<file path="src/rtl/bitslam_reg_writer.sv">
// Bus master for the bitslam sound block: FIFO-buffered register writes serialised
// into the two-phase addr_data_sel / addr_data protocol with address-phase caching.
module bitslam_reg_writer #(
   parameter int FIFO_DEPTH = 4
) (
   input  logic                          clk,
   input  logic                          rst,
   input  logic                          wr_valid,
   output logic                          wr_ready,
   input  logic [2:0]                    wr_addr,
   input  logic [5:0]                    wr_data,
   output logic                          bus_sel,
   output logic [5:0]                    bus_addr_data,
   output logic                          busy,
   output logic [$clog2(FIFO_DEPTH):0]   fifo_level
);

   localparam int AW = $clog2(FIFO_DEPTH);

   typedef enum logic [1:0] {
      IDLE = 2'd0,
      ADDR = 2'd1,
      DATA = 2'd2
   } state_t;

   state_t      state_q;
   logic [2:0]  curAddr_q;
   logic        cacheValid_q;
   logic        busSel_q;
   logic [5:0]  busAddrData_q;

   logic [8:0]  fifoMem_q [FIFO_DEPTH];
   logic [AW:0] wrPtr_q;
   logic [AW:0] rdPtr_q;
   logic [AW:0] wrPtr_d;
   logic [AW:0] rdPtr_d;

   logic        fifoFull;
   logic        fifoEmpty;
   logic        push;
   logic        pop;
   logic [2:0]  headAddr;
   logic [5:0]  headData;

   // The extra pointer MSB tells a full FIFO apart from an empty one.
   assign fifoFull  = (wrPtr_q[AW] != rdPtr_q[AW]) && (wrPtr_q[AW-1:0] == rdPtr_q[AW-1:0]);
   assign fifoEmpty = (wrPtr_q == rdPtr_q);
   assign push      = wr_valid && !fifoFull;
   assign pop       = (state_q == DATA);
   assign wrPtr_d   = push ? wrPtr_q + 1'b1 : wrPtr_q;
   assign rdPtr_d   = pop ? rdPtr_q + 1'b1 : rdPtr_q;
   assign headAddr  = fifoMem_q[rdPtr_q[AW-1:0]][8:6];
   assign headData  = fifoMem_q[rdPtr_q[AW-1:0]][5:0];

   assign wr_ready      = !fifoFull;
   assign busy          = !fifoEmpty || (state_q != IDLE);
   assign fifo_level    = wrPtr_q - rdPtr_q;
   assign bus_sel       = busSel_q;
   assign bus_addr_data = busAddrData_q;

   always_ff @(posedge clk) begin
      if (push) begin
         fifoMem_q[wrPtr_q[AW-1:0]] <= {wr_addr, wr_data};
      end
   end

   always_ff @(posedge clk or posedge rst) begin
      if (rst) begin
         wrPtr_q <= '0;
         rdPtr_q <= '0;
      end else begin
         wrPtr_q <= wrPtr_d;
         rdPtr_q <= rdPtr_d;
      end
   end

   // Bus outputs are registered alongside the state so they follow the next state;
   // the head entry is stable until the pop at the end of DATA.
   always_ff @(posedge clk or posedge rst) begin
      if (rst) begin
         state_q       <= IDLE;
         curAddr_q     <= 3'd0;
         cacheValid_q  <= 1'b0;
         busSel_q      <= 1'b0;
         busAddrData_q <= 6'h00;
      end else begin
         case (state_q)
            IDLE: begin
               if (!fifoEmpty && cacheValid_q && (headAddr == curAddr_q)) begin
                  state_q       <= DATA;
                  busSel_q      <= 1'b1;
                  busAddrData_q <= headData;
               end else if (!fifoEmpty) begin
                  state_q       <= ADDR;
                  busSel_q      <= 1'b0;
                  busAddrData_q <= {3'b000, headAddr};
               end else begin
                  busSel_q      <= 1'b0;
                  busAddrData_q <= {3'b000, curAddr_q};
               end
            end
            ADDR: begin
               curAddr_q     <= headAddr;
               cacheValid_q  <= 1'b1;
               state_q       <= DATA;
               busSel_q      <= 1'b1;
               busAddrData_q <= headData;
            end
            DATA: begin
               state_q       <= IDLE;
               busSel_q      <= 1'b0;
               busAddrData_q <= {3'b000, curAddr_q};
            end
            default: begin
               state_q       <= IDLE;
               busSel_q      <= 1'b0;
               busAddrData_q <= {3'b000, curAddr_q};
            end
         endcase
      end
   end

endmodule

</file>
<file path="config.mk">
export PLATFORM = sky130hd
export DESIGN_NAME = bitslam_reg_writer
export DESIGN_NICKNAME = d
export VERILOG_FILES = /design/src/rtl/bitslam_reg_writer.sv
export SDC_FILE = /design/constraint.sdc
export NUM_CORES = 1
export LEC_CHECK = 0
export ABC_AREA = 1
export CAP_MARGIN = 20
export CORE_AREA = 2 2 78 80
export CTS_CLUSTER_DIAMETER = 60
export DETAILED_ROUTE_END_ITERATION = 16
export DIE_AREA = 0 0 80 82
export HOLD_SLACK_MARGIN = 0.08
export PLACE_DENSITY_LB_ADDON = 0.1
export SLEW_MARGIN = 40
export SYNTH_ARGS = -nofsm -noshare
export SYNTH_HDL_FRONTEND = slang
export SYNTH_SLANG_ARGS = --single-unit
</file>
<file path="constraint.sdc">
create_clock -name clk -period 2.4 [get_ports clk]
set_input_delay 0.48 -clock clk [delete_from_list [all_inputs] [get_ports clk]]
set_output_delay 0.48 -clock clk [all_outputs]
set_load 0.05 [all_outputs]
</file>
# --- After elaboration in Yosys (flattened, before gate mapping) ---
# Memories as Yosys holds them, arrays and structs flattened.
# Cells that the tools add are included.
word_totals:
  mem_bits_rw: 36
  output_inout_bits: 12
  in_bits: 12
  n_memories: 1
  register_bits: 19
  elab_cells: 37
mem_list:
  columns: ["memory", "depth", "width", "rd", "rd_clocked_by_memory_dff", "write_ports", "line", "text"]
  rows:
  - ["fifoMem_q", 4, 9, 1, 0, 1, "32", "logic [8:0] fifoMem_q [FIFO_DEPTH];"]
classes:
  eq_ne: 7
  mux: 10
  n_reduce_logical: 9
  n_addsub: 3
ops:
  columns: ["operator", "count"]
  rows:
  - ["$pmux 6 s2", 1]
  - ["$add 3x1->3 const B", 2]
  - ["$eq 3x3->1", 2]
  - ["$mux 6", 1]
  - ["$logic_and 1x1->1", 4]
  - ["$mux 2", 2]
  - ["$pmux 2 s2", 1]
  - ["$mux 1", 3]
  - ["$mux 3", 1]
  - ["$ne 3x3->1 const B", 1]
  - ["$sub 3x3->3", 1]
  - ["$eq 2x1->1 const B", 1]
  - ["$eq 2x2->1", 1]
  - ["$eq 2x2->1 const B", 1]
  - ["$logic_not 1->1", 2]
  - ["$logic_not 2->1", 1]
  - ["$pmux 1 s2", 1]
  - ["$reduce_bool 2->1", 1]
  - ["$logic_or 1x1->1", 1]
  - ["$ne 1x1->1", 1]

# --- Depth between registers and ports, before layout ---
# Gate-level depths: netlist of the first run.
logic_depth:
  depth_word: 6
  mapped_depth: 13
  ltp_nobuf: 11

# --- Least setup slack after synthesis of the first run ---
# No wires, ideal clock.
synth_timing:
  path_type: "reg2reg"
  startpoint: "register rdPtr_q[1]"
  endpoint: "memory fifoMem_q[3][0], enable pin"
  stages_incl_launch_ff: 10
  path_slack_ns: -0.163
  t_arrival_ns: 2.186
  t_required_ns: 2.023
  path_buffers: 2
  setup_ns: 0.377
  synth_period_minus_slack_ns: 2.563
  path_cell_list: "dfrtp_1 > buf_6 > inv_4 > buf_8 > ha_1 > nand2_1 > inv_1 > nand2_1 > nand2_1 > nor2_1"
synth_via:
  elab_chain_len: 6
synth_rtl:
  columns: ["element", "line", "text"]
  rows:
  - ["from (decl)", "34", "logic [AW:0] rdPtr_q;"]
  - ["from (signal assigned)", "73", "rdPtr_q <= rdPtr_d;"]
  - ["$eq 2x2->1", "46", "assign fifoFull = (wrPtr_q[AW] != rdPtr_q[AW]) && (wrPtr_q[AW-1:0] == rdPtr_q[AW-1:0]);"]
  - ["$logic_and 1x1->1", "46", null]
  - ["$logic_not 1->1", null, null]
  - ["named net wr_ready", "9", "output logic wr_ready,"]
  - ["$logic_and 1x1->1", "48", "assign push = wr_valid && !fifoFull;"]
  - ["$mux 1", "62", "if (push) begin"]
  - ["$mux 1 (implied by the code)", "63", "fifoMem_q[wrPtr_q[AW-1:0]] <= {wr_addr, wr_data};"]
  - ["to (decl)", "32", null]
# The timed path passes the listed nets, and every way through them passes these cells.

# --- Final worst setup path of the first run ---
layout_timing:
  startpoint: "register wrPtr_q[0]"
  endpoint: "output fifo_level[2]"
layout_via:
  elab_chain_len: 1
layout_rtl:
  columns: ["element", "line", "text"]
  rows:
  - ["from (decl)", "33", "logic [AW:0] wrPtr_q;"]
  - ["from (signal assigned)", "72", "wrPtr_q <= wrPtr_d;"]
  - ["$sub 3x3->3", "57", "assign fifo_level = wrPtr_q - rdPtr_q;"]
  - ["to (decl)", "15", "output logic [$clog2(FIFO_DEPTH):0] fifo_level"]
# No other way between the ends.

==> results of run 1 <==
layout make-up:
class / instances / share of cell area [%]
inverter: 28 / 3.63
sequential: 55 / 52.6
clock inverter: 3 / 0.761
tap: 75 / 3.17
timing repair buffer: 32 / 11.3
multi-input combinational: 141 / 26.2
clock buffer: 5 / 2.32
worst register-to-register path, stage by stage, from the launching register on:
cell and delay [ps]:
dfrtp_1 410, inv_1 150, ha_1 270, nand2_1 90
inv_1 50, nand2_1 120, nand2_1 210, nor2_1 170
buf_4 200
synthesized netlist by cell type:
master | instances | area [µm²]
a22oi_1 | 3 | 22.5
buf_4 | 1 | 7.51
inv_2 | 2 | 7.51
edfxtp_1 | 36 | 1080
o31ai_1 | 3 | 22.5
nand2_4 | 1 | 11.3
xor2_1 | 4 | 35.0
nand3_4 | 1 | 17.5
nor2_2 | 1 | 6.26
a21oi_1 | 3 | 15.0
ha_1 | 7 | 87.6
nor2_4 | 1 | 11.3
o22ai_1 | 3 | 18.8
o21ai_0 | 16 | 80.1
o21ai_1 | 2 | 10.0
inv_1 | 25 | 93.8
nor2_1 | 28 | 105
nand3b_1 | 1 | 7.51
dfrtp_1 | 19 | 475
buf_8 | 1 | 15.0
buf_6 | 2 | 22.5
nand3_1 | 14 | 70.1
xnor2_1 | 1 | 8.76
fa_1 | 1 | 20.0
inv_4 | 1 | 6.26
nand2_1 | 44 | 165
nand3_2 | 2 | 20.0
nand2_2 | 5 | 31.3
buf_2 | 1 | 5.00
clkbuf_1 | 1 | 3.75
cell families (layout without fill, tap and decap cells):
logic type                 after synthesis  after routing
buffers and inverters                   34             68
DFF                                     55             55
xor gates and xnor gates                 5              5
and+or+nand+nor                         98             98
adders and majority gates                8              8
AOI/OAI and AO/OA                       30             30
worst min-delay path by stage:
stage                       startpoint           end  slack (ps)  cells past startpoint
final                     cacheValid_q  cacheValid_q         470                      2
after global routing      cacheValid_q  cacheValid_q         490                      2
after CTS                 cacheValid_q  cacheValid_q         470                      2
after detailed placement  cacheValid_q  cacheValid_q         450                      2
after global placement    cacheValid_q  cacheValid_q         450                      2
after floorplan           cacheValid_q  cacheValid_q         420                      2
sequential cells by signal, indices dropped and copies added, names as in the netlist:
register	flops
rdPtr_q	3
fifoMem_q	36
bus_sel	1
bus_addr_data	6
cacheValid_q	1
curAddr_q	3
wrPtr_q	3
state_q	2
per-layer routing:
metal,wire length (µm),global-route usage [%]
met1,2250,21.5
met4,31,4.07
met3,151,3.63
met2,2420,28.2
met5,0,0
stage by stage:
| stage | instances | area (µm²) |
|---|---|---|
| 6_report | 339 | 2960 |
| 5_1_grt | 339 | 2960 |
| 4_1_cts | 339 | 2950 |
| 3_5_place_dp | 331 | 2860 |
| 3_3_place_gp | 331 | 2860 |
| 2_1_floorplan | 230 | 2490 |
==> results.txt, run 1 <==
In this run the critical register-to-register path is captured at fifoMem_q[0][8]. The library cell used most frequently in the layout, excluding fill and tap cells, is nand2_1. The count of nets left with antenna violations once routing finished came out at 0. The highest attainable clock frequency is 436 MHz. The number of iterations in the first detailed-routing pass came out at 5. The maximum number of buffers from clock root to sink is 2.

The clock sink count came out at 55. The first-pass GRT wire length came out at 7.90 mm. The setup-violating endpoint count in the final report is 0. The per-cell routed wire length is 14.3 µm. Setup repair after global routing left no endpoint under its margin. The number of buffers added on ports came out at 23. The synthesized-area fraction occupied by xor and xnor cells is 1.76%. The final design utilization came out at 51.5%. Clock-pin slew was measured on the worst setup and hold paths at 90 ps. The width of the chip came out at 80 µm.

The net count after synthesis is 250. In this run the number of H-tree levels came out at 2. The longest individual stage delay on the worst path is 410 ps. The synthesized netlist devotes 6.80% of its cell area to compound gates. Max-cap violations in this run came to 0.

STA classifies the critical path startpoint as a flop. In the layout the commonest cells are nand2_1, edfxtp_1, nor2_1. TritonCTS built the clock tree. The total vias in the final route came out at 1616.

The number of cells upsized or downsized after cts came out at 0. The number of nets in the layout is 283. The count of different cell masters after synthesis came out at 30. The simple-gate portion of the synthesized area is 17.9%. The number of warnings reported in the yosys synthesis log came out at 0. The number of global-route vias before repair is 1517. The floorplan core area is 5750 µm². The worst slack at placement is 411 ps. The CTS buffer count is 5. Buffers inserted to repair hold after CTS numbered 0. The sequential element share of the synthesized area is 62.7%. The floorplan row count is 28. The worst pin sits at a relative slew slack of 67.0%. The worst hold slack after final layout is 468 ps. Data arrives at the worst endpoint at 1810 ps.

Traced cell by cell, the critical path runs through inv_1, ha_1, fa_1, xnor2_2, buf_12. The number of cells on the critical path came out at 5. The worst setup path is of the flop to primary output kind. In this run, synthesis produced a sequential element count of 55. In this run the critical register-to-register path is launched from wrPtr_q[0]. For this run, design rule violations remaining after detail routing come to 0.

The number of buffers and inverters on the critical path is 2. The full die area came out at 6560 µm². STA puts the critical path data required time at 1920 ps. Setup slack on the critical path of the routed design comes to 106 ps. The total routed wirelength came out at 4.86 mm. The smallest clock period supported by the final layout is computed as 2290 ps.

The final count of pins violating max slew is 0. After synthesis, the largest family of logic cells by area is simple AND/OR/NAND/NOR gates. The count of antenna diodes in the layout is 0. Global routing finished with a remaining overflow of 0.

The die height came out at 82 µm. The maximum net fanout on the critical path is 4. The multi-input combinational cell area is 776 µm². The clock insertion delay at the later pin of the skew report came out at 310 ps. After filler insertion, the fill cell instance count of the layout stands at 524.

In this run the register-to-register setup slack is 450 ps. The post-CTS setup repair buffer count came out at 0. The layout cell share with drive strength beyond 1 is 14.4%.

In the synthesized netlist, mux cells make up 0% of the area. The initial utilization of the core area, before any placement, comes to 43.2%. Among cell families on the critical path, the largest total delay comes from adder cells. The sequential cells in the finished layout cover a total of 1560 µm². The final weighted congestion in routability-driven placement came out at 0.774. The capture point of the critical path is fifo_level[2]. The average size of a mapped cell is 10.8 µm².

The final hold violation count is 0. The total standard cell area after synthesis came out at 2480 µm². Between clock sinks in the finished design, the worst skew comes to 12.1 ps. The half-perimeter wire length of the detailed placement result is 3.63 mm. The first-iteration detailed-routing DRC count came out at 91. The worst path uses 95.6% of the clock period.

The most critical setup path has its startpoint at wrPtr_q[0]. The run finished with clean final reports. The gate count after technology mapping is 230.

Clock tree synthesis selected as its root buffer the cell clkbuf_8. The accumulated negative setup slack is 0 ps. The path class of the lowest-slack min-delay path is flop to flop. The number of antenna violations at the first check in global routing came out at 0. The path depth of the worst reg2reg path came out at 8. The worst setup path is captured at a primary output. At the pin with the least slew margin, the transition time is 493 ps. The number of ports placed on the die boundary is 24. Among all stages on the critical path, the largest delay is contributed by fa_1. The largest net degree at the start of global routing came out at 22. The adder-cell share of the synthesized area is 4.33%. The aggregate global-route resource usage is 16.5%. The area growth from synthesis to layout came out at 19.2%. Using the TritonRoute via totals, the vias-per-cell ratio works out to 4.77.
Power of run 1 is left out: the tool's default activity adds up to more than one toggle a clock period on the data nets, which glitch-free logic cannot reach.
==> inputs of run 2 (changes only) <==
Settings changed: SETUP_SLACK_MARGIN from default to 0.2.
==> run 2 against run 1 <==
  * Setup slack better by 170 ps
  * Final cell count is 0.29% lower
  * Hold slack worse by 9.1 ps
  * Via count is 3.6% lower
  * Die area stayed put
  * Utilization is 0.68 points higher
  * Critical path depth is 1 lower
  * Wire length is 8.8% lower
  * Sequential share of layout area is 0.68 points lower
  * Register-to-register slack worse by 80 ps
  * Maximum frequency is 7.8% higher
  * Global-route usage is 1.7 points lower
  * Critical path type unchanged
  * Critical endpoint is now fifo_level[1]
  * Largest cell class unchanged
  * Highest routed layer unchanged
==> results.txt, run 2 (synthesis results as in run 1) <==
The setup slack on the worst flop-to-flop path is 370 ps (-80 ps). The flip-flop count of the largest register after layout was 36 (unchanged). Setup repair after global routing left no endpoint under its margin. The final weighted congestion in routability-driven placement came out at 0.779 (+0.61%). The critical register-to-register path endpoint is fifoMem_q[2][0]. The number of DRC violations after detailed routing is 0 (unchanged). The number of iterations in the first detailed-routing pass is 4 (-1). The worst slew margin relative to its limit is 52.6% (-14 points). STA classifies the critical path endpoint as a primary output.

The number of antenna-violating nets in the routed design is 0 (unchanged). The clock-pin slew of the registers on the worst-case setup and hold paths is 90 ps (about the same). The data required time of the worst path is 1920 ps (about the same). The full die area came out at 6560 µm² (unchanged). The floorplan core area came to 5750 µm² (unchanged). The floorplan row count was 28 (unchanged). In this run the most critical hold path is launched from cacheValid_q.

The first-iteration detailed-routing DRC count is 63 (-31%). The CTS buffer count came to 5 (unchanged). The maximum number of buffers from clock root to sink was 2 (unchanged). The count of antenna diodes in the layout is 0 (unchanged). Walking the worst path, the cells encountered are buf_4, fa_2, inv_1, buf_12.

The worst hold path belongs to the class flop to flop. The longest individual stage delay on the worst path came out at 530 ps (+120 ps). The share of the clock period used by the worst path came to 88.6% (-6.9 points). The post-route minimum period came out at 2130 ps (-166 ps). The number of global-route vias before repair is 1438 (-5.2%). The clock sink count is 55 (unchanged). In this run the clock root is driven by a clkbuf_8.

The startpoint identified for the worst register-to-register timing path is rdPtr_q[1]. The number of antenna violations at the first check in global routing is 0 (unchanged). The final hold violation count came out at 0 (unchanged). The largest net degree at the start of global routing came to 22 (unchanged).

The die height is 82 µm (unchanged). The first-pass GRT wire length is 7.16 mm (-9.4%). The per-cell routed wire length is 13.1 µm (-8.5%). The number of cells on the worst hold path is 2 (unchanged).

In the layout the commonest cells are nand2_1, edfxtp_1, nor2_1. The mean number of vias per cell is 4.61 (-3.3%). The number of nets in the layout was 282 (-0.35%). The most common cell after layout, fill and taps aside is nand2_1. The largest individual stage delay along the critical path comes from the cell fa_2. The run finished with clean final reports. The initial core utilization was 43.2% (unchanged). The number of ports placed on the die boundary is 24 (unchanged). The accumulated negative setup slack was 0 ps (unchanged). The layout cell share with drive strength beyond 1 came out at 16.7% (+2.3 points). The number of max-cap violations is 0 (unchanged). The number of buffers added on ports came to 23 (unchanged).

The total vias in the final route came out at 1558 (-3.6%). The setup-violating endpoint count in the final report came to 0 (unchanged). The worst path arrival time came to 1650 ps (-160 ps). The worst setup path is launched from a flop. The category of the most critical setup path is flop to primary output. The maximum net fanout on the critical path came out at 11 (+7). The CTS H-tree depth came out at 2 (unchanged). The aggregate global routing overflow is 0 (unchanged). The final count of pins violating max slew came out at 0 (unchanged). TritonCTS built the clock tree. The aggregate global-route resource usage is 14.8% (-1.7 points). The highest attainable clock frequency was 470 MHz (+7.8%). The worst-case hold path end point is cacheValid_q. The hold buffer count at cts came out at 0 (unchanged).

The half-perimeter wire length of the detailed placement result came to 3.10 mm (-15%). The total routed wirelength came out at 4.43 mm (-8.8%). The area growth from synthesis to layout came out at 20.8%.

The slew at the pin closest to its max-slew limit came out at 706 ps (+213 ps). The width of the chip is 80 µm (unchanged). The worst clock skew on the final layout came to 7.08 ps (-4.99 ps). The path depth of the worst reg2reg path came out at 8 (unchanged).

The clock insertion delay at the later pin of the skew report came out at 300 ps (about the same). The number of inserted filler cells in the final layout came to 524 (unchanged).
-- run 2: worst max-delay path: cells and delay by family (launching register included) --
family / cells / cell delay, ps
buf+inv: 3 / 400
flops: 1 / 420
fa+ha+maj: 1 / 530
-- run 2: how the worst max path moves through the flow --
stage / startpoint / end / slack, ps / depth (start not counted)
2_1_floorplan: rdPtr_q[1] / fifoMem_q[0][0] / 160 / 9
3_3_place_gp: rdPtr_q[1] / fifoMem_q[2][1] / 420 / 8
3_5_place_dp: wrPtr_q[0] / fifoMem_q[2][1] / 370 / 8
4_1_cts: wrPtr_q[0] / fifo_level[1] / 220 / 5
5_1_grt: wrPtr_q[0] / fifo_level[1] / 210 / 5
6_report: rdPtr_q[1] / fifo_level[1] / 270 / 4
-- run 2: repair_timing --
item | 4_1_cts | 5_1_grt
gates resized for setup | 1 | 2
endpoints found under the setup margin | 1 | 2
pin swaps | 1 | 0
setup buffers | 1 | 0
hold endpoints to repair | 0 | 0
-- run 2: layout make-up --
cell class	instances	area (µm²)	area share, %
Sequential cell	55	1560	51.9
Multi-Input combinational cell	141	796	26.5
Inverter	28	108	3.59
Timing Repair Buffer	31	328	10.9
Clock buffer	6	82.6	2.75
Clock inverter	2	35.0	1.17
Tap cell	75	93.8	3.13
-- run 2: stage by stage --
step	hold WS (ps)	cell area (µm²)	cells	utilization, %	setup slack (ps)
3_5_place_dp	439	2870	329	49.9	368
3_3_place_gp	440	2870	329	49.9	415
4_1_cts	460	3000	338	52.2	217
5_1_grt	475	3000	338	52.2	207
6_report	459	3000	338	52.2	273
2_1_floorplan	422	2510	230	-	159
-- run 2: per-layer routing --
layer | vias up | global-route usage [%] | part of all wire, %
met5 | - | 0 | 0
met4 | 0 | 4.58 | 0.56
met3 | 2 | 3.30 | 3.0
met2 | 27 | 25.0 | 49
met1 | 710 | 19.0 | 47
li1 | 819 | - | -
Power of run 2 is left out for the same reason.
==> inputs of run 3 (changes only) <==
Settings changed: MAX_ROUTING_LAYER from default to met4.
Clock period 2.4 ns to 1.95 ns, I/O delays scaled along.
==> run 3 against run 2 <==
  * The run now ends with setup timing left
  * Global-route usage rose by 1.4 points
  * Non-clock buffer count rose by 14
  * Hold slack lost 60 ps
  * Register-to-register slack got worse by 160 ps
  * Critical path type unchanged
==> results.txt, run 3 (synthesis results as in run 1) <==
The run finished, with violations left. The final reports fail on setup timing. The top cell types in the final layout, fill and taps aside, are edfxtp_1, nand2_1, inv_1, nor2_1, dfrtp_1. The clock insertion delay at the later pin of the skew report came out at 310 ps (about the same). Leaving out fill and tap cells, the most frequent cell in the layout is edfxtp_1.

The largest net degree at the start of global routing came to 20 (-9.1%). The final non-filler cell total is 352 (+4.1%). The worst clock skew on the final layout came out at 8.07 ps (+0.994 ps). The half-perimeter wire length of the detailed placement result was 3.25 mm (+4.7%).

Derived from the worst setup path, the maximum achievable clock frequency is 506 MHz. The slew at the pin closest to its max-slew limit came out at 487 ps (-219 ps). The per-cell routed wire length is 13.6 µm (+4.1%). The die height came out at 82 µm (unchanged). The TritonCTS clock tree is yes.

The CTS buffer count is 5 (unchanged). The full die area came out at 6560 µm² (unchanged). The number of iterations in the first detailed-routing pass is 4 (unchanged). The first-iteration detailed-routing DRC count is 45 (-29%). The number of global-route vias before repair is 1555 (+8.1%). The number of ports placed on the die boundary was 24 (unchanged). The maximum net fanout on the critical path came out at 2 (-9). The data required time of the worst path came out at 1560 ps (-360 ps).

The most critical setup path has its startpoint at rdPtr_q[0]. The worst slew margin relative to its limit came out at 67.7% (+15 points). The worst hold path belongs to the class input port to async pin.

The first-pass GRT wire length was 7.68 mm (+7.3%). The share of the clock period used by the worst path is 101%. The startpoint identified for the worst register-to-register timing path is wrPtr_q[1]. The final hold violation count was 0 (unchanged). The mean number of vias per cell is 4.74 (+2.7%).

The accumulated negative setup slack is -46.4 ps (-46.4 ps). The width of the chip is 80 µm (unchanged). The number of antenna-violating nets in the routed design is 0 (unchanged). The instance count after placement with tap cells included is 331 (+0.61%).

Setup repair after global routing could not meet its margin everywhere. STA classifies the critical path endpoint as a primary output. The clock-pin slew of the registers on the worst-case setup and hold paths is 100 ps (about the same).

The cell area after layout is 3310 µm² (+10%). The aggregate global-route resource usage is 16.2% (+1.4 points). The count of antenna diodes in the layout came out at 0 (unchanged). The number of buffers added on ports came out at 23 (unchanged).

The category of the most critical setup path is flop to primary output. The post-placement cell area is 2990 µm² (+4.1%). The type of element launching the critical path is a flop. The maximum number of buffers from clock root to sink is 2 (unchanged). The layout cell share with drive strength beyond 1 is 30.7% (+14 points). The number of max-cap violations was 0 (unchanged).

The post-route minimum period came out at 1980 ps. The area growth from synthesis to layout came out at 33.4%. The final count of pins violating max slew came out at 0 (unchanged). The worst-case setup margin in the final layout is -27.3 ps (-300 ps). The root buffer cell chosen for the clock tree is clkbuf_8.

The number of antenna violations at the first check in global routing is 0 (unchanged). The final weighted congestion in routability-driven placement came to 0.788 (+1.2%). The number of nets in the layout was 296 (+5.0%). The flip-flop count of the largest register after layout was 36 (unchanged).

The worst path arrival time is 1590 ps (-60 ps). The initial core utilization came out at 43.2% (unchanged). The floorplan core area came out at 5750 µm² (unchanged). The CTS H-tree depth is 2 (unchanged).

The setup-violating endpoint count in the final report was 2 (+2). The clock sink count was 55 (unchanged). The number of DRC violations after detailed routing is 0 (unchanged). The floorplan row count came to 28 (unchanged). The total routed wirelength was 4.80 mm (+8.4%). The aggregate global routing overflow was 0 (unchanged).

The total vias in the final route is 1667 (+7.0%). The final design utilization was 57.7% (+5.5 points).
run 3: cell types whose count changed in the layout (fill, tap and decap cells not counted), sizes merged:
cell           change
clkdlybuf4s50      -7
buf               +14
bufinv             -1
inv                +2
dlygate4sd2        +7
clkbuf             -1
run 3: critical path: stages, from the launching register on:
cell     delay (ps)
dfrtp_1         420
ha_4            170
fa_2            520
inv_2            40
buf_12          140
run 3: final timing paths:
path	end	slack, ps	depth (start not counted)
max reg2reg	fifoMem_q[0][5]	210	7
min in group clk	cacheValid_q	500	2
min reg2reg	cacheValid_q	500	2
max in group asynchronous	rdPtr_q[1]	1330	3
max	fifo_level[1]	-30	4
min	bus_addr_data[3]	400	3
run 3: metal layers:
layer	wire (µm)	share of wire (%)	track usage [%]
met5	0	0	-
met4	25	0.52	3.73
met3	143	3.0	4.18
met2	2450	51	27.9
met1	2190	46	19.1
run 3: layout make-up:
| cell class | count | area, µm² |
|---|---|---|
| multi-input combinational | 141 | 975 |
| timing repair buffer | 45 | 467 |
| sequential | 55 | 1560 |
| fill | 505 | 2430 |
| inverter | 28 | 128 |
| clock buffer | 5 | 68.8 |
| tap | 75 | 93.8 |
| clock inverter | 3 | 22.5 |
run 3: stage by stage:
stage	setup slack, ps	hold WS [ps]
5_1_grt	-75.6	447
3_5_place_dp	184	444
3_3_place_gp	199	443
2_1_floorplan	162	341
6_report	-27.3	399
4_1_cts	-65.8	398
run 3: what timing repair did:
item | 4_1_cts | 5_1_grt
setup endpoints to repair | 26 | 19
resized for setup | 15 | 33
setup buffers | 5 | 8
pin swaps | 1 | 19
hold buffers | 0 | 0
Power of run 3 is left out for the same reason.
